File: config.mk
export PLATFORM = sky130hd
export DESIGN_NAME = sprite_attr_table_flat
export DESIGN_NICKNAME = d
export VERILOG_FILES = /design/src/rtl/sprite_attr_table_pkg.sv /design/src/rtl/sprite_attr_table_if.sv /design/src/rtl/sprite_commit_detect.sv /design/src/rtl/sprite_attr_table.sv /design/src/flat_wrapper.sv
export SDC_FILE = /design/constraint.sdc
export NUM_CORES = 1
export LEC_CHECK = 0
export BUFFER_PORTS_ARGS = -buffer_cell sky130_fd_sc_hd__buf_2
export CAP_MARGIN = 20
export CORE_UTILIZATION = 45
export CTS_CLUSTER_DIAMETER = 150
export DETAILED_ROUTE_END_ITERATION = 6
export PLACE_DENSITY = 0.66
export SLEW_MARGIN = 10
export SYNTH_ARGS = -nofsm -noshare
export SYNTH_HDL_FRONTEND = slang
export SYNTH_SLANG_ARGS = --single-unit
export TNS_END_PERCENT = 10
File: constraint.sdc
create_clock -name clk -period 36.2 [get_ports clk]
set_clock_uncertainty 0.05 [all_clocks]
set_input_delay 7.24 -clock clk [delete_from_list [all_inputs] [get_ports clk]]
set_output_delay 7.24 -clock clk [all_outputs]
set_load 0.05 [all_outputs]
File: src/rtl/sprite_attr_table_pkg.sv
// Shared types and constants for the double-buffered sprite attribute table.
package sprite_attr_table_pkg;

    localparam int unsigned ID_W    = 5;
    localparam int unsigned X_W     = 9;
    localparam int unsigned Y_W     = 10;
    localparam int unsigned ENTRY_W = ID_W + X_W + Y_W;
    localparam int unsigned ADDR_W  = 5;
    localparam int unsigned DATA_W  = 32;
    localparam int unsigned COORD_W = 10;

    localparam logic [ADDR_W-1:0] CTRL_ADDR   = 5'd31;
    localparam logic [ID_W-1:0]   ID_DISABLED = '0;

    typedef struct packed {
        logic [ID_W-1:0] id;
        logic [X_W-1:0]  x;
        logic [Y_W-1:0]  y;
    } sprite_entry_t;

    localparam sprite_entry_t EMPTY_ENTRY = '{id: ID_DISABLED, x: '0, y: '0};

endpackage

File: src/rtl/sprite_attr_table_if.sv
// Avalon-MM slave bus carrying software access to the shadow table and CTRL.
interface sprite_attr_table_if;
    import sprite_attr_table_pkg::*;

    logic              chipselect;
    logic              write;
    logic              read;
    logic [ADDR_W-1:0] address;
    logic [DATA_W-1:0] writedata;
    logic [DATA_W-1:0] readdata;

    modport master (
        output chipselect,
        output write,
        output read,
        output address,
        output writedata,
        input  readdata
    );

    modport slave (
        input  chipselect,
        input  write,
        input  read,
        input  address,
        input  writedata,
        output readdata
    );

endinterface

File: src/rtl/sprite_commit_detect.sv
// Raises a single-cycle commit strobe at the start of the commit line, at most once per frame.
module sprite_commit_detect
    import sprite_attr_table_pkg::*;
#(
    parameter int unsigned COMMIT_LINE = 480
) (
    input  logic               clk,
    input  logic               reset,
    input  logic               pending,
    input  logic [COORD_W-1:0] vcount,
    input  logic [COORD_W-1:0] hcount,
    output logic               commit
);

    logic armed_q;
    logic armed_d;
    logic at_line;

    // Disarm on commit; re-arm only once the beam has left the commit line.
    always_comb begin
        at_line = (vcount == COORD_W'(COMMIT_LINE));
        commit  = pending && armed_q && at_line && (hcount == '0);
        armed_d = armed_q;
        if (commit) begin
            armed_d = 1'b0;
        end else if (!at_line) begin
            armed_d = 1'b1;
        end
    end

    always_ff @(posedge clk) begin
        if (reset) begin
            armed_q <= 1'b1;
        end else begin
            armed_q <= armed_d;
        end
    end

endmodule

File: src/rtl/sprite_attr_table.sv
// Sprite descriptor table: software writes a shadow copy, which is copied to the
// display-facing active copy in a single cycle at the start of vblank.
module sprite_attr_table
    import sprite_attr_table_pkg::*;
#(
    parameter int unsigned NUM_SPRITES = 20,
    parameter int unsigned COMMIT_LINE = 480
) (
    input  logic                clk,
    input  logic                reset,
    sprite_attr_table_if.slave  bus,
    input  logic [COORD_W-1:0]  VGA_HCOUNT,
    input  logic [COORD_W-1:0]  VGA_VCOUNT,
    input  logic [ADDR_W-1:0]   rd_idx,
    output logic [ENTRY_W-1:0]  rd_data,
    output logic [ENTRY_W-1:0]  sprite1,
    output logic                frame_tick
);

    localparam int unsigned IDX_W = (NUM_SPRITES > 1) ? $clog2(NUM_SPRITES) : 1;

    sprite_entry_t     shadow_q [NUM_SPRITES];
    sprite_entry_t     active_q [NUM_SPRITES];
    logic              pending_q;
    logic              pending_d;
    logic [DATA_W-1:0] readdata_q;
    logic [DATA_W-1:0] rd_word;
    sprite_entry_t     rd_data_q;
    sprite_entry_t     act_word;
    logic              frame_tick_q;
    logic              commit;

    logic bus_wr;
    logic bus_rd;
    logic addr_is_entry;
    logic addr_is_ctrl;
    logic idx_is_entry;
    logic shadow_wr;
    logic ctrl_wr;

    logic unused_wdata;
    assign unused_wdata = ^bus.writedata[DATA_W-1:ENTRY_W];

    always_comb begin
        bus_wr        = bus.chipselect && bus.write;
        bus_rd        = bus.chipselect && bus.read;
        addr_is_entry = (32'(bus.address) < NUM_SPRITES);
        addr_is_ctrl  = (bus.address == CTRL_ADDR);
        idx_is_entry  = (32'(rd_idx) < NUM_SPRITES);
        shadow_wr     = bus_wr && addr_is_entry;
        ctrl_wr       = bus_wr && addr_is_ctrl;
    end

    sprite_commit_detect #(
        .COMMIT_LINE (COMMIT_LINE)
    ) u_commit_detect (
        .clk     (clk),
        .reset   (reset),
        .pending (pending_q),
        .vcount  (VGA_VCOUNT),
        .hcount  (VGA_HCOUNT),
        .commit  (commit)
    );

    // A CTRL write in the commit cycle overrides the commit's clear.
    always_comb begin
        pending_d = pending_q;
        if (commit) begin
            pending_d = 1'b0;
        end
        if (ctrl_wr) begin
            pending_d = bus.writedata[0];
        end
    end

    always_comb begin
        rd_word = '0;
        if (addr_is_entry) begin
            rd_word = {{(DATA_W-ENTRY_W){1'b0}}, shadow_q[bus.address[IDX_W-1:0]]};
        end else if (addr_is_ctrl) begin
            rd_word = {{(DATA_W-1){1'b0}}, pending_q};
        end
    end

    always_comb begin
        act_word = EMPTY_ENTRY;
        if (idx_is_entry) begin
            act_word = active_q[rd_idx[IDX_W-1:0]];
        end
    end

    always_ff @(posedge clk) begin
        if (reset) begin
            for (int i = 0; i < NUM_SPRITES; i++) begin
                shadow_q[i] <= EMPTY_ENTRY;
            end
        end else if (shadow_wr) begin
            shadow_q[bus.address[IDX_W-1:0]] <= sprite_entry_t'(bus.writedata[ENTRY_W-1:0]);
        end
    end

    // Nonblocking copy: a same-cycle shadow write lands after active takes the old value.
    always_ff @(posedge clk) begin
        if (reset) begin
            for (int i = 0; i < NUM_SPRITES; i++) begin
                active_q[i] <= EMPTY_ENTRY;
            end
        end else if (commit) begin
            for (int i = 0; i < NUM_SPRITES; i++) begin
                active_q[i] <= shadow_q[i];
            end
        end
    end

    always_ff @(posedge clk) begin
        if (reset) begin
            pending_q    <= 1'b0;
            readdata_q   <= '0;
            rd_data_q    <= EMPTY_ENTRY;
            frame_tick_q <= 1'b0;
        end else begin
            pending_q    <= pending_d;
            rd_data_q    <= act_word;
            frame_tick_q <= commit;
            if (bus_rd) begin
                readdata_q <= rd_word;
            end
        end
    end

    assign bus.readdata = readdata_q;
    assign rd_data      = rd_data_q;
    assign sprite1      = active_q[0];
    assign frame_tick   = frame_tick_q;

endmodule
File: src/flat_wrapper.sv
// flat-port wrapper written by rule: the top's interface ports become plain ports
module sprite_attr_table_flat import sprite_attr_table_pkg::*;
#(
    parameter int unsigned NUM_SPRITES = 20,
    parameter int unsigned COMMIT_LINE = 480
)
  (clk, reset, VGA_HCOUNT, VGA_VCOUNT, rd_idx, rd_data, sprite1, frame_tick, bus_chipselect, bus_write, bus_read, bus_address, bus_writedata, bus_readdata);
  sprite_attr_table_if bus_i ();
  input  logic clk;
  input  logic reset;
  input  logic [COORD_W-1:0] VGA_HCOUNT;
  input  logic [COORD_W-1:0] VGA_VCOUNT;
  input  logic [ADDR_W-1:0] rd_idx;
  output logic [ENTRY_W-1:0] rd_data;
  output logic [ENTRY_W-1:0] sprite1;
  output logic frame_tick;
  input wire logic [$bits(bus_i.chipselect)-1:0] bus_chipselect;
  input wire logic [$bits(bus_i.write)-1:0] bus_write;
  input wire logic [$bits(bus_i.read)-1:0] bus_read;
  input wire logic [$bits(bus_i.address)-1:0] bus_address;
  input wire logic [$bits(bus_i.writedata)-1:0] bus_writedata;
  output wire logic [$bits(bus_i.readdata)-1:0] bus_readdata;
  assign bus_i.chipselect = bus_chipselect;
  assign bus_i.write = bus_write;
  assign bus_i.read = bus_read;
  assign bus_i.address = bus_address;
  assign bus_i.writedata = bus_writedata;
  assign bus_readdata = bus_i.readdata;
  sprite_attr_table #(.NUM_SPRITES(NUM_SPRITES), .COMMIT_LINE(COMMIT_LINE)) u_core (.clk(clk), .reset(reset), .bus(bus_i), .VGA_HCOUNT(VGA_HCOUNT), .VGA_VCOUNT(VGA_VCOUNT), .rd_idx(rd_idx), .rd_data(rd_data), .sprite1(sprite1), .frame_tick(frame_tick));
endmodule
==> results.ini <==
[status]
status=finished clean

[grt]
antenna_found_initial=19
grt_pass1_wl_mm=189
grtUsageTotal_pct=26.3
grt_overflow=0
grt_max_degree=295
grt_pass1_vias=26700

[logic_synthesis]
synth-seq-cells=1011
yosysUniqueCellTypes=54
synth_top_family_by_area=simple AND/OR/NAND/NOR gates
yosys_most_used_dff=edfxtp_1
synth_mux_area_share_pct=12.1
synth_xor_area_share_pct=0
synth_area_leaders=edfxtp_1 (64%), and2_1 (12%), mux4_2 (8.0%)
synth_edf_count=960
syn_area_sq_um=45300
ys_warn_count=0
syn_avg_cell_area_sq_um=15.2
synth_fa_ha_area_share_pct=0
netlist_instances=2984
yosys.area.top_type=edfxtp_1
yosysTopAreaCellShare_pct=63.7
synth_compound_area_share_pct=3.22
async_flop_share_pct=0
synth_seq_area_share_pct=65.9
synth-simple-area-share_pct=16.1

[sta]
slew_viol_final=0
slew_headroom_pct=22.6
max_freq_mhz=94.0
period_share_pct=29.4
rsz0062_at_grt=no
fin_hold_ws_ns=0.408
setup_viol=0
period_needed_ns=10.64
worst_slew_pin_slew_ns=1.16
fin_ws_ns=25.56
timing_hold_violations_final=0
fin_setup_tns_ns=0

[power]
power.internal_mw=2.01
p_leak_nw=18.2
clockPowerShare_pct=41.1
ir_drop_mv=0.0347
swShare_pct=22.9
p_seq_share_pct=51.8
switchingPower_mw=0.598
combPwrFrac_pct=7.2
powerDensity_nw_per_um2=51.8

[setup_path]
regToRegEndpoint=u_core.active_q[14][10]$_SDFFCE_PN0P_
r2r_cells=7
slowest_delay_ns=0.83
cp.arrival_ns=10.86
path_common_cell=buf_4
regToRegSetupSlack_ns=32.32
required_ns=36.42
r2r-start=u_core.pending_q$_SDFFE_PP0P_
startpoint_type=input pin
crit_chain=buf_2 > buf_4 > o21bai_4 > buf_4 > buf_4 > buf_12
critPathMaxFanout=204
critPathKind=in -> reg
cpMaxStageDelayCell=buf_4
cp-end-kind=register

[place]
numPortBuffers=131
pre_cts_ws_ns=24.97
dpl.cell_count=4222
globalplace.congestion=0.840
hpwl_mm=76.6

[drt]
first_pass_iters=6
via_per_inst=6.08
drt-total-wl_mm=135
ant_nets=0
post_drt_wl_per_cell_microns=30.6
drt-initial-drc-count=3969
vias=26900
drc=0

[finish]
drive_gt1_share_pct=19.3
synthToLayoutAreaGrowth_pct=11.3
fin_cells=4419
utilization_pct=50.9
fin_nets=3109

[flow_run]
maxCapViolCount=0

[clocking]
post_cts_resized=0
htree_levels=3
clockBufferDepth=3
post_cts_buffers=0
cts_hold_buffers=0
clk_pin_slew_ns=0.06
root_buffer=clkbuf_16
clock-sinks=1011
cts_buffers=104
cts_tree=yes
clock_latency_ns=0.68

[hold_path]
worstHoldPathCells=2
min_from=u_core.bus.readdata[18]$_SDFFE_PP0P_
min_to=u_core.bus.readdata[18]$_SDFFE_PP0P_
hold_path_class=reg -> reg

[floorplan]
dieArea_sq_um=102000
initial_utilization_pct=45.7
io_pins=148
core-area_sq_um=99000
die_w_microns=319
fp.dieH_microns=319
rows=115

==> synthesized netlist by cell type, types with 19 or more instances <==
master,number
a2111oi_0,28
a21oi_1,20
a22oi_1,19
and2_1,897
buf_2,45
buf_4,24
clkbuf_1,156
dfxtp_1,51
edfxtp_1,960
mux2_2,42
mux2i_1,138
mux4_2,160
nand2_1,39
nor2_1,19
nor2_4,20
nor2b_1,85
nor3_1,54
o21ai_0,19
o22ai_1,58
or2_2,20
==> sequential cells by signal (all words and copies together), names as in the netlist <==
| signal | flops |
|---|---|
| u_core.pending_q | 1 |
| u_core.frame_tick | 1 |
| u_core.bus.readdata | 24 |
| u_core.rd_data | 24 |
| u_core.active_q | 480 |
| u_core.shadow_q | 480 |
| u_core.u_commit_detect.armed_q | 1 |
==> through the flow <==
step / instance area, sq um / total power [mW]
after global placement: 46900 / 1.55
after floorplan: 45300 / 1.50
after CTS: 50300 / 2.61
final: 50400 / 2.61
after global routing: 50400 / 2.67
after detailed placement: 47000 / 1.56
==> final cells by class <==
| class | count | area (sq um) |
|---|---|---|
| clock inverters | 41 | 454 |
| multi-input cells | 1722 | 14200 |
| fillers | 8147 | 48600 |
| repair buffers | 201 | 1280 |
| inverters | 2 | 7.51 |
| diodes | 4 | 10.0 |
| well taps | 1287 | 1610 |
| clock buffers | 151 | 2920 |
| flip-flops and latches | 1011 | 29800 |
==> cell families (layout without fill, tap and decap cells) <==
logic type      Yosys count  after routing
other cells               1             12
flops                  1011           1011
compound gates          206            206
buf+inv                 258            395
mux                     340            340
simple gates           1168           1168
==> layer usage <==
layer	vias to the layer above	share of wire (%)	track usage, %
met5	-	0.024	0
met4	4	4.0	10.0
met3	322	12	5.51
met2	1664	46	41.2
met1	13800	38	36.2
li1	11100	-	-
==> worst max-delay path, delay by kind of cell <==
family,cells,cell delay [ns]
AO/OA/AOI/OAI,1,0.27
buffers and inverters,5,3.09
==> power by group through the flow <==
| stage | Combinational, mW | Sequential (mW) | Clock [mW] |
|---|---|---|---|
| floorplan | 0.103 | 1.40 | 0 |
| global placement | 0.182 | 1.37 | 0 |
| detailed placement | 0.185 | 1.38 | 0 |
| CTS | 0.185 | 1.35 | 1.08 |
| global route | 0.194 | 1.36 | 1.12 |
| finish | 0.187 | 1.35 | 1.07 |
==> worst max path at each step <==
| stage | slack (ns) | to | from | cells after the start |
|---|---|---|---|---|
| finish | 25.56 | u_core.active_q[14][10]$_SDFFCE_PN0P_ | reset | 6 |
| global route | 25.43 | u_core.active_q[6][10]$_SDFFCE_PN0P_ | reset | 6 |
| CTS | 25.67 | u_core.active_q[12][9]$_SDFFCE_PN0P_ | reset | 6 |
| detailed placement | 24.97 | u_core.active_q[0][10]$_SDFFCE_PN0P_ | reset | 6 |
| global placement | 25.08 | u_core.shadow_q[19][10]$_SDFFCE_PN0P_ | bus_address[3] | 6 |
| floorplan | 5.07 | u_core.active_q[0][0]$_SDFFCE_PN0P_ | VGA_VCOUNT[1] | 3 |
==> cell usage in the layout (no fill, tap or decap), types with 28 or more instances in the layout <==
cell type,Yosys,routed
nor3_1,54,53
nor2b_1,85,85
clkbuf_16,0,105
nand2_1,39,39
o22ai_1,58,58
mux4_2,160,160
mux2_2,42,42
edfxtp_1,960,960
mux2i_1,138,138
and2_1,897,896
clkbuf_1,156,34
buf_4,24,68
dfxtp_1,51,51
a2111oi_0,28,28
buf_2,45,126
No activity file was read; power rests on OpenSTA's default activity.
